<file path="src/rtl/fetch_sequencer_pkg.sv">
// Shared definitions for the fetch sequencer: FSM state encoding, default
// reset PC and the sequential PC increment.
package fetch_sequencer_pkg;

    typedef enum logic [1:0] {
        StIdle  = 2'd0,
        StReq   = 2'd1,
        StWait  = 2'd2,
        StDrain = 2'd3
    } fetch_state_e;

    // BIOS entry point
    localparam logic [31:0] DefaultResetPc = 32'h4000_0000;
    localparam logic [31:0] PcIncr         = 32'd4;

endpackage

</file>
<file path="src/rtl/fetch_sequencer_if.sv">
// Fetch-side bundle: redirect/stall from the pipeline, imem request/response,
// IF/ID slot outputs and performance counters.
// master = fetch sequencer side, slave = environment (imem + pipeline).
interface fetch_sequencer_if #(
    parameter int unsigned ADDR_W = 32
);
    logic              stall;
    logic              redirect_valid;
    logic [ADDR_W-1:0] redirect_pc;
    logic              imem_req;
    logic [ADDR_W-1:0] imem_addr;
    logic              imem_ready;
    logic              imem_rvalid;
    logic [31:0]       imem_rdata;
    logic              if_valid;
    logic [31:0]       if_instr;
    logic [ADDR_W-1:0] if_pc;
    logic [31:0]       perf_stall_cnt;
    logic [31:0]       perf_redir_cnt;

    modport master (
        input  stall, redirect_valid, redirect_pc, imem_ready, imem_rvalid, imem_rdata,
        output imem_req, imem_addr, if_valid, if_instr, if_pc, perf_stall_cnt, perf_redir_cnt
    );

    modport slave (
        output stall, redirect_valid, redirect_pc, imem_ready, imem_rvalid, imem_rdata,
        input  imem_req, imem_addr, if_valid, if_instr, if_pc, perf_stall_cnt, perf_redir_cnt
    );
endinterface

</file>
<file path="src/rtl/fetch_sequencer_perf_counters.sv">
// Two free-running 32-bit event counters (stall cycles, redirects) with a
// synchronous active-low clear. Both wrap at 2^32.
module fetch_perf_counters (
    input  logic        clk,
    input  logic        rst,
    input  logic        stall_evt_i,
    input  logic        redir_evt_i,
    output logic [31:0] stall_cnt_o,
    output logic [31:0] redir_cnt_o
);
    logic [31:0] stall_cnt_q, redir_cnt_q;

    // Count events; cleared while rst is low
    always_ff @(posedge clk) begin
        if (!rst) begin
            stall_cnt_q <= 32'd0;
            redir_cnt_q <= 32'd0;
        end else begin
            if (stall_evt_i) stall_cnt_q <= stall_cnt_q + 32'd1;
            if (redir_evt_i) redir_cnt_q <= redir_cnt_q + 32'd1;
        end
    end

    assign stall_cnt_o = stall_cnt_q;
    assign redir_cnt_o = redir_cnt_q;
endmodule

</file>
<file path="src/rtl/fetch_sequencer.sv">
// Fetch sequencer: owns the fetch PC, issues at most one outstanding imem
// request, fills the IF/ID slot and applies execute-stage redirects.
// Optional macro FETCH_SEQ_PERF_EN adds stall/redirect performance counters;
// without it the perf outputs are tied to zero.
module fetch_sequencer
    import fetch_sequencer_pkg::*;
#(
    parameter int unsigned       ADDR_W   = 32,
    parameter logic [ADDR_W-1:0] RESET_PC = ADDR_W'(DefaultResetPc)
) (
    input  logic              clk,
    input  logic              rst,
    fetch_sequencer_if.master bus
);
    fetch_state_e      state_q;
    logic [ADDR_W-1:0] pc_q, req_pc_q, if_pc_q;
    logic [31:0]       if_instr_q;
    logic              if_valid_q;

    logic              imem_req;
    logic              req_fire;
    logic [ADDR_W-1:0] redir_pc;
    logic              unused_redir_lsb;

    // Hold off new requests while a live instruction is stalled in IF/ID, so a
    // response can never land on top of it.
    assign imem_req = (state_q == StReq) && (!if_valid_q || !bus.stall);
    assign req_fire = imem_req && bus.imem_ready;
    assign redir_pc = {bus.redirect_pc[ADDR_W-1:2], 2'b00};
    assign unused_redir_lsb = ^bus.redirect_pc[1:0];

    // Fetch FSM, PC and IF/ID slot; redirect takes priority over stall
    always_ff @(posedge clk) begin
        if (!rst) begin
            state_q    <= StIdle;
            pc_q       <= RESET_PC;
            req_pc_q   <= '0;
            if_valid_q <= 1'b0;
            if_instr_q <= 32'd0;
            if_pc_q    <= '0;
        end else if (bus.redirect_valid) begin
            pc_q       <= redir_pc;
            if_valid_q <= 1'b0;
            unique case (state_q)
                StIdle:  state_q <= StReq;
                StReq:   state_q <= req_fire ? StDrain : StReq;
                // A response arriving now retires the outstanding request, so
                // there is nothing left to drain.
                StWait,
                StDrain: state_q <= bus.imem_rvalid ? StReq : StDrain;
                default: state_q <= StIdle;
            endcase
        end else begin
            if (!bus.stall) if_valid_q <= 1'b0;
            unique case (state_q)
                StIdle: state_q <= StReq;
                StReq: begin
                    if (req_fire) begin
                        req_pc_q <= pc_q;
                        pc_q     <= pc_q + ADDR_W'(PcIncr);
                        state_q  <= StWait;
                    end
                end
                StWait: begin
                    if (bus.imem_rvalid) begin
                        if_valid_q <= 1'b1;
                        if_instr_q <= bus.imem_rdata;
                        if_pc_q    <= req_pc_q;
                        state_q    <= StReq;
                    end
                end
                StDrain: begin
                    if (bus.imem_rvalid) state_q <= StReq;
                end
                default: state_q <= StIdle;
            endcase
        end
    end

    assign bus.imem_req  = imem_req;
    assign bus.imem_addr = {pc_q[ADDR_W-1:2], 2'b00};
    assign bus.if_valid  = if_valid_q;
    assign bus.if_instr  = if_instr_q;
    assign bus.if_pc     = if_pc_q;

`ifdef FETCH_SEQ_PERF_EN
    fetch_perf_counters u_perf (
        .clk         (clk),
        .rst         (rst),
        .stall_evt_i (if_valid_q && bus.stall),
        .redir_evt_i (bus.redirect_valid),
        .stall_cnt_o (bus.perf_stall_cnt),
        .redir_cnt_o (bus.perf_redir_cnt)
    );
`else
    assign bus.perf_stall_cnt = 32'd0;
    assign bus.perf_redir_cnt = 32'd0;
`endif
endmodule
</file>
<file path="src/flat_wrapper.sv">
// flat-port wrapper written by rule: the top's interface ports become plain ports
module fetch_sequencer_flat import fetch_sequencer_pkg::*;
#(
    parameter int unsigned       ADDR_W   = 32,
    parameter logic [ADDR_W-1:0] RESET_PC = ADDR_W'(DefaultResetPc)
)
  (clk, rst, bus_stall, bus_redirect_valid, bus_redirect_pc, bus_imem_ready, bus_imem_rvalid, bus_imem_rdata, bus_imem_req, bus_imem_addr, bus_if_valid, bus_if_instr, bus_if_pc, bus_perf_stall_cnt, bus_perf_redir_cnt);
  fetch_sequencer_if #(.ADDR_W(ADDR_W)) bus_i ();
  input  logic clk;
  input  logic rst;
  input wire logic [$bits(bus_i.stall)-1:0] bus_stall;
  input wire logic [$bits(bus_i.redirect_valid)-1:0] bus_redirect_valid;
  input wire logic [$bits(bus_i.redirect_pc)-1:0] bus_redirect_pc;
  input wire logic [$bits(bus_i.imem_ready)-1:0] bus_imem_ready;
  input wire logic [$bits(bus_i.imem_rvalid)-1:0] bus_imem_rvalid;
  input wire logic [$bits(bus_i.imem_rdata)-1:0] bus_imem_rdata;
  output wire logic [$bits(bus_i.imem_req)-1:0] bus_imem_req;
  output wire logic [$bits(bus_i.imem_addr)-1:0] bus_imem_addr;
  output wire logic [$bits(bus_i.if_valid)-1:0] bus_if_valid;
  output wire logic [$bits(bus_i.if_instr)-1:0] bus_if_instr;
  output wire logic [$bits(bus_i.if_pc)-1:0] bus_if_pc;
  output wire logic [$bits(bus_i.perf_stall_cnt)-1:0] bus_perf_stall_cnt;
  output wire logic [$bits(bus_i.perf_redir_cnt)-1:0] bus_perf_redir_cnt;
  assign bus_i.stall = bus_stall;
  assign bus_i.redirect_valid = bus_redirect_valid;
  assign bus_i.redirect_pc = bus_redirect_pc;
  assign bus_i.imem_ready = bus_imem_ready;
  assign bus_i.imem_rvalid = bus_imem_rvalid;
  assign bus_i.imem_rdata = bus_imem_rdata;
  assign bus_imem_req = bus_i.imem_req;
  assign bus_imem_addr = bus_i.imem_addr;
  assign bus_if_valid = bus_i.if_valid;
  assign bus_if_instr = bus_i.if_instr;
  assign bus_if_pc = bus_i.if_pc;
  assign bus_perf_stall_cnt = bus_i.perf_stall_cnt;
  assign bus_perf_redir_cnt = bus_i.perf_redir_cnt;
  fetch_sequencer #(.ADDR_W(ADDR_W), .RESET_PC(RESET_PC)) u_core (.clk(clk), .rst(rst), .bus(bus_i));
endmodule
</file>
<file path="config.mk">
export PLATFORM = sky130hd
export DESIGN_NAME = fetch_sequencer_flat
export DESIGN_NICKNAME = d
export VERILOG_FILES = /design/src/rtl/fetch_sequencer_pkg.sv /design/src/rtl/fetch_sequencer_if.sv /design/src/rtl/fetch_sequencer_perf_counters.sv /design/src/rtl/fetch_sequencer.sv /design/src/flat_wrapper.sv
export SDC_FILE = /design/constraint.sdc
export NUM_CORES = 1
export LEC_CHECK = 0
export ABC_AREA = 1
export CORE_AREA = 2 2 126 128
export DETAILED_ROUTE_END_ITERATION = 7
export DIE_AREA = 0 0 128 130
export HOLD_SLACK_MARGIN = 0.1
export PLACE_DENSITY = 0.69
export SETUP_SLACK_MARGIN = 0.1
export SYNTH_ARGS = -nofsm -noshare
export SYNTH_HDL_FRONTEND = slang
export SYNTH_SLANG_ARGS = --single-unit
</file>
<file path="constraint.sdc">
create_clock -name clk -period 4.43 [get_ports clk]
set_input_delay 0.443 -clock clk [delete_from_list [all_inputs] [get_ports clk]]
set_output_delay 0.443 -clock clk [all_outputs]
set_load 0.05 [all_outputs]
</file>
==> results of run 1 <==
[stage by stage]
| stage | instance area (µm²) | hold slack, ps |
|---|---|---|
| 2_1_floorplan | 6250 | 430 |
| 3_3_place_gp | 7470 | 446 |
| 3_5_place_dp | 7470 | 449 |
| 4_1_cts | 8030 | 459 |
| 5_1_grt | 8030 | 479 |
| 6_report | 8030 | 457 |
[placed cells by master, fill, tap and decap left out, types with 8 or more instances in the layout]
cell type / count
a21oi_1: 46
dfxtp_1: 125
a211oi_1: 12
nand2_1: 139
clkdlybuf4s50_1: 160
clkbuf_16: 17
inv_1: 78
o21ai_0: 83
nor2_1: 151
conb_1: 68
nand3_1: 47
buf_4: 8
[metal layers]
layer	global-route usage, %	vias up	routed length [µm]
li1	-	2862	-
met1	24.6	2522	7550
met2	31.6	167	7500
met3	4.02	14	795
met4	6.92	0	216
met5	0	-	0
[state kept, by name, indices dropped and copies added (netlist names)]
name / count
u_core.req_pc_q: 30
u_core.pc_q: 30
u_core.bus.if_pc: 30
u_core.state_q: 2
u_core.bus.if_valid: 1
u_core.bus.if_instr: 32
[final timing paths]
check	start	to	slack, ps	depth (start not counted)
worst max-delay path	bus_stall	bus_imem_req	2110	5
worst min-delay path	u_core.req_pc_q[18]$_SDFFE_PN0P_	u_core.bus.if_pc[18]$_SDFFE_PN0P_	460	2
worst max register to register	u_core.state_q[0]$_SDFFE_PN0P_	u_core.pc_q[25]$_SDFFE_PN0P_	2330	9
worst min register to register	u_core.req_pc_q[18]$_SDFFE_PN0P_	u_core.bus.if_pc[18]$_SDFFE_PN0P_	460	2
[cells by family after synthesis]
logic type                 count (synthesis)  synth area share (%)
and+or+nand+nor                          368                  26.1
buffers and inverters                    192                  17.1
AOI/OAI and AO/OA                        158                  14.3
DFF                                      125                  41.7
xor gates and xnor gates                   4                 0.584
adders and majority gates                  1                 0.208
other                                      1                0.0625
[worst max-delay path, cell delays in order]
cell	delay [ps]
clkdlybuf4s50_1	390
nand2_1	50
inv_1	70
nor2_4	110
clkdlybuf4s50_1	810
[layout make-up]
class	instances	area, µm²	share of cell area, %
well taps	192	240	2.99
flip-flops and latches	125	2500	31.2
repair buffers	170	1690	21.0
inverters	83	312	3.88
multi-input cells	599	2730	34.0
clock buffers	26	499	6.22
clock inverters	6	58.8	0.733
[where the power goes]
| group | internal, mW | switching, mW |
|---|---|---|
| Combinational | 0.147 | 0.354 |
| Clock | 0.828 | 0.483 |
| Sequential | 1.17 | 0.0372 |
| Total | 2.14 | 0.874 |
==> flow_summary.json, run 1 <==
{
  "status": "finished clean",
  "antennaDiodeCount": 0,
  "synthTopCellsByArea": "dfxtp_1 42%, nor2_1 9.4%, buf_4 8.9%",
  "critPathKind": "input port to primary output",
  "final_util_pct": 52.0,
  "yosysSeqAreaShare_pct": 41.7,
  "power.density_mw_per_mm2": 375,
  "num_rows": 46,
  "tightest_slew_ps": 715,
  "fin_ws_ps": 2110,
  "setup_tns_ps": 0,
  "syn_avg_cell_area_um2": 7.07,
  "pre_cts_ws_ps": 1750,
  "worst_clock_skew_ps": 20.9,
  "cts_buffer_depth": 2,
  "rsz0062_at_grt": "false",
  "vdd.ir_drop.worst_v": 0.000264,
  "final_cells": 1201,
  "synth_cells": 849,
  "synth.most_common_cell": "nor2_1",
  "port_buffers": 161,
  "avgViaCountPerCell": 4.63,
  "final_nets": 1067,
  "p_leak_nw": 3.28,
  "synth_common_cells": "151 x nor2_1, 139 x nand2_1, 125 x dfxtp_1",
  "hpwl_um": 11000,
  "setup_viol": 0,
  "period_share_pct": 52.4,
  "dieWidth_um": 128,
  "drv_cap": 0,
  "crit_required_ps": 3990,
  "vias": 5565,
  "drc": 0,
  "die_h_um": 130,
  "fmax_mhz": 431,
  "antenna_found_initial": 0,
  "drive_gt1_share_pct": 6.24,
  "grt_pass1_vias": 4931,
  "setup.worst_path.end_class": "primary output",
  "grt_max_degree": 51,
  "drt_iter0_drc": 270,
  "ctsHoldBuffers": 0,
  "clk_root_buffer_cell": "clkbuf_16",
  "synthDistinctLibCells": 39,
  "overflow": 0,
  "drv_slew": 0,
  "cp-start-kind": "input port",
  "synth.top_cell.area_share_pct": 41.7,
  "synth_enable_flop_cells": 0,
  "grt_pass1_wl_um": 24900,
  "place.gp.congestion": 0.834,
  "cts_tree": "yes",
  "core_area_mm2": 0.0154,
  "ys_dominant_reg_cell": "dfxtp_1",
  "synth_area_mm2": 0.00600,
  "postCtsResizedCells": 0,
  "numCtsBuffers": 17,
  "hold_viol": 0,
  "drt_wl_total_um": 16100,
  "power.total_mw": 3.01,
  "die_area_mm2": 0.0166,
  "crit_path_max_fanout": 3,
  "async_flop_share_pct": 0,
  "antenna_left": 0,
  "clk_pin_slew_ps": 50,
  "io_pins": 232,
  "cts.sinks": 125,
  "crit_arrival_ps": 1880,
  "cts_setup_buffers": 0,
  "hp-class": "flip-flop to flip-flop",
  "yosysTopAreaCell": "dfxtp_1",
  "dp_cells": 1169,
  "drt_pre_antenna_iters": 6,
  "n_fill_cell": 1554,
  "yosys_warnings": 0,
  "wl_per_cell_um": 13.4,
  "clk-insertion-delay-late_ps": 420,
  "start_util_pct": 38.9,
  "grt_usage_pct": 19.0,
  "htree_levels": 4,
  "ys_seq_elements": 125,
  "relSlewSlack_pct": 52.3,
  "syn2layout_area_growth_pct": 33.8,
  "period_needed_ps": 2320
}
Note: power is estimated with default switching activity, not from simulation.
==> run 2: changes to the inputs <==
PLACE_DENSITY = 0.72   (was 0.69)
clock period = 2 ns   (was 4.43 ns; I/O delays follow)
==> run 2 against run 1 <==
  * Sequential share of layout area shrank 0.39 points
  * Critical endpoint is now bus_imem_addr[9]
  * Critical path depth decreased by 4
  * Design area is 1.3% higher
  * Global-route usage grew 0.35 points
  * Clock power rose by 120%
  * Power grew 120%
==> flow_summary.json, run 2 (synthesized netlist as in run 1, its figures left out) <==
{
  "status": "finished clean",
  "period_needed_ps": 1860,
  "r2r_cells": 10,
  "p_leak_nw": 3.54,
  "hold_viol": 0,
  "setup_tns_ps": 0,
  "fmax_mhz": 538,
  "critPathKind": "flip-flop to primary output",
  "clk_pin_slew_ps": 50,
  "postCtsResizedCells": 15,
  "worstPathCellList": "clkdlybuf4s50_1",
  "setup_viol": 0,
  "place.gp.congestion": 0.817,
  "n_fill_cell": 1516,
  "grt_pass1_wl_um": 25500,
  "hp-class": "input port to flip-flop",
  "cts_tree": "yes",
  "crit_family": "buffers and inverters",
  "relSlewSlack_pct": 63.1,
  "drt_wl_total_um": 16000,
  "layout_common_cells": "151 x nor2_1, 139 x nand2_1, 132 x clkdlybuf4s50_1",
  "rsz0062_at_grt": "false",
  "numCtsBuffers": 17,
  "core_area_mm2": 0.0154,
  "top_layer": "met4",
  "route.met2.wl_um": 7320,
  "worst_clock_skew_ps": 11.0,
  "start_util_pct": 38.9,
  "power.total_mw": 6.72,
  "crit_required_ps": 1800,
  "whs_ps": 312,
  "io_pins": 232,
  "largest_reg_flops": 32,
  "drt_iter0_drc": 366,
  "drive_gt1_share_pct": 6.92,
  "antennaDiodeCount": 0,
  "drv_slew": 0,
  "cp_slowest_stage_delay_ps": 840,
  "tightest_slew_ps": 551,
  "vdd.ir_drop.worst_v": 0.000734,
  "antenna_found_initial": 0,
  "whs_path_depth": 4,
  "grt_usage_pct": 19.4,
  "drt_pre_antenna_iters": 5,
  "avgViaCountPerCell": 4.66,
  "syn2layout_area_growth_pct": 35.5,
  "drv_cap": 0,
  "wl_per_cell_um": 13.3,
  "ctsHoldBuffers": 0,
  "antenna_left": 0,
  "cts.sinks": 125,
  "cp.depth": 1,
  "num_rows": 46,
  "power.density_mw_per_mm2": 826,
  "htree_levels": 4,
  "final_nets": 1072,
  "period_share_pct": 93.0,
  "cts_setup_buffers": 0,
  "drc": 0,
  "crit_path_max_fanout": 5,
  "clk-insertion-delay-late_ps": 420,
  "crit_buf_inv": 1,
  "hpwl_um": 11100,
  "clk_root_buffer_cell": "clkbuf_16",
  "vias": 5607,
  "final_common_cell": "nor2_1",
  "cp-start-kind": "flip-flop",
  "die_h_um": 130,
  "port_buffers": 161,
  "dieWidth_um": 128,
  "overflow": 0,
  "wl_met3_um": 1020,
  "grt_max_degree": 83,
  "setup.worst_path.end_class": "primary output",
  "crit_path_top_delay_cell": "clkdlybuf4s50_1",
  "die_area_mm2": 0.0166,
  "grt_pass1_vias": 5050,
  "crit_arrival_ps": 1660,
  "final_util_pct": 52.7,
  "wl_met1_um": 7340,
  "cts_buffer_depth": 2
}
-- run 2: cell count changes in the layout (fill, tap and decap cells not counted), sizes merged --
cell	previous run	this run
buf	10	17
clkinvlp	0	1
dlygate4sd2	0	15
dlymetal6s2s	0	11
clkbuf	26	22
clkdlybuf4s50	160	132
bufinv	1	2
-- run 2: final timing paths --
kind	from	slack [ps]	endpoint
hold / removal	rst	310	u_core.pc_q[23]$_SDFFE_PN0P_
hold reg to reg	u_core.req_pc_q[24]$_SDFFE_PN0P_	460	u_core.bus.if_pc[24]$_SDFFE_PN0P_
setup / recovery	u_core.pc_q[9]$_SDFFE_PN0P_	140	bus_imem_addr[9]
setup reg to reg	u_core.pc_q[2]$_SDFFE_PN0P_	310	u_core.pc_q[30]$_SDFFE_PN1P_
-- run 2: per-stage QoR --
| stage | worst slack (ps) | instances | instance area [µm²] |
|---|---|---|---|
| detailed placement | 156 | 1174 | 7560 |
| CTS | 103 | 1204 | 8100 |
| global placement | 220 | 1174 | 7560 |
| finish | 140 | 1204 | 8130 |
| floorplan | 106 | 916 | 6250 |
| global route | 101 | 1204 | 8130 |
-- run 2: cell type report --
cell class | instances | area, µm² | area share (%)
well taps | 192 | 240 | 2.95
clock inverters | 8 | 92.6 | 1.14
clock buffers | 22 | 464 | 5.71
repair buffers | 175 | 1790 | 22.0
flip-flops and latches | 125 | 2500 | 30.8
multi-input cells | 599 | 2730 | 33.6
inverters | 83 | 312 | 3.83
-- run 2: where the power goes --
part	internal, mW	switching [mW]	leakage (nW)
logic	0.330	0.792	2.25
clock network	1.87	1.06	0.275
registers	2.58	0.0800	1.02
-- run 2: per-layer routing --
metal | vias to the layer above | global-route usage, %
met1 | 2521 | 25.2
met2 | 195 | 31.4
met4 | 0 | 6.98
met3 | 23 | 5.04
li1 | 2868 | -
met5 | - | 0
==> run 3: changes to the inputs <==
SLEW_MARGIN = 20   (was not set)
==> results of run 3 <==
Final layout, timing and power as in run 2 (identical DEF).
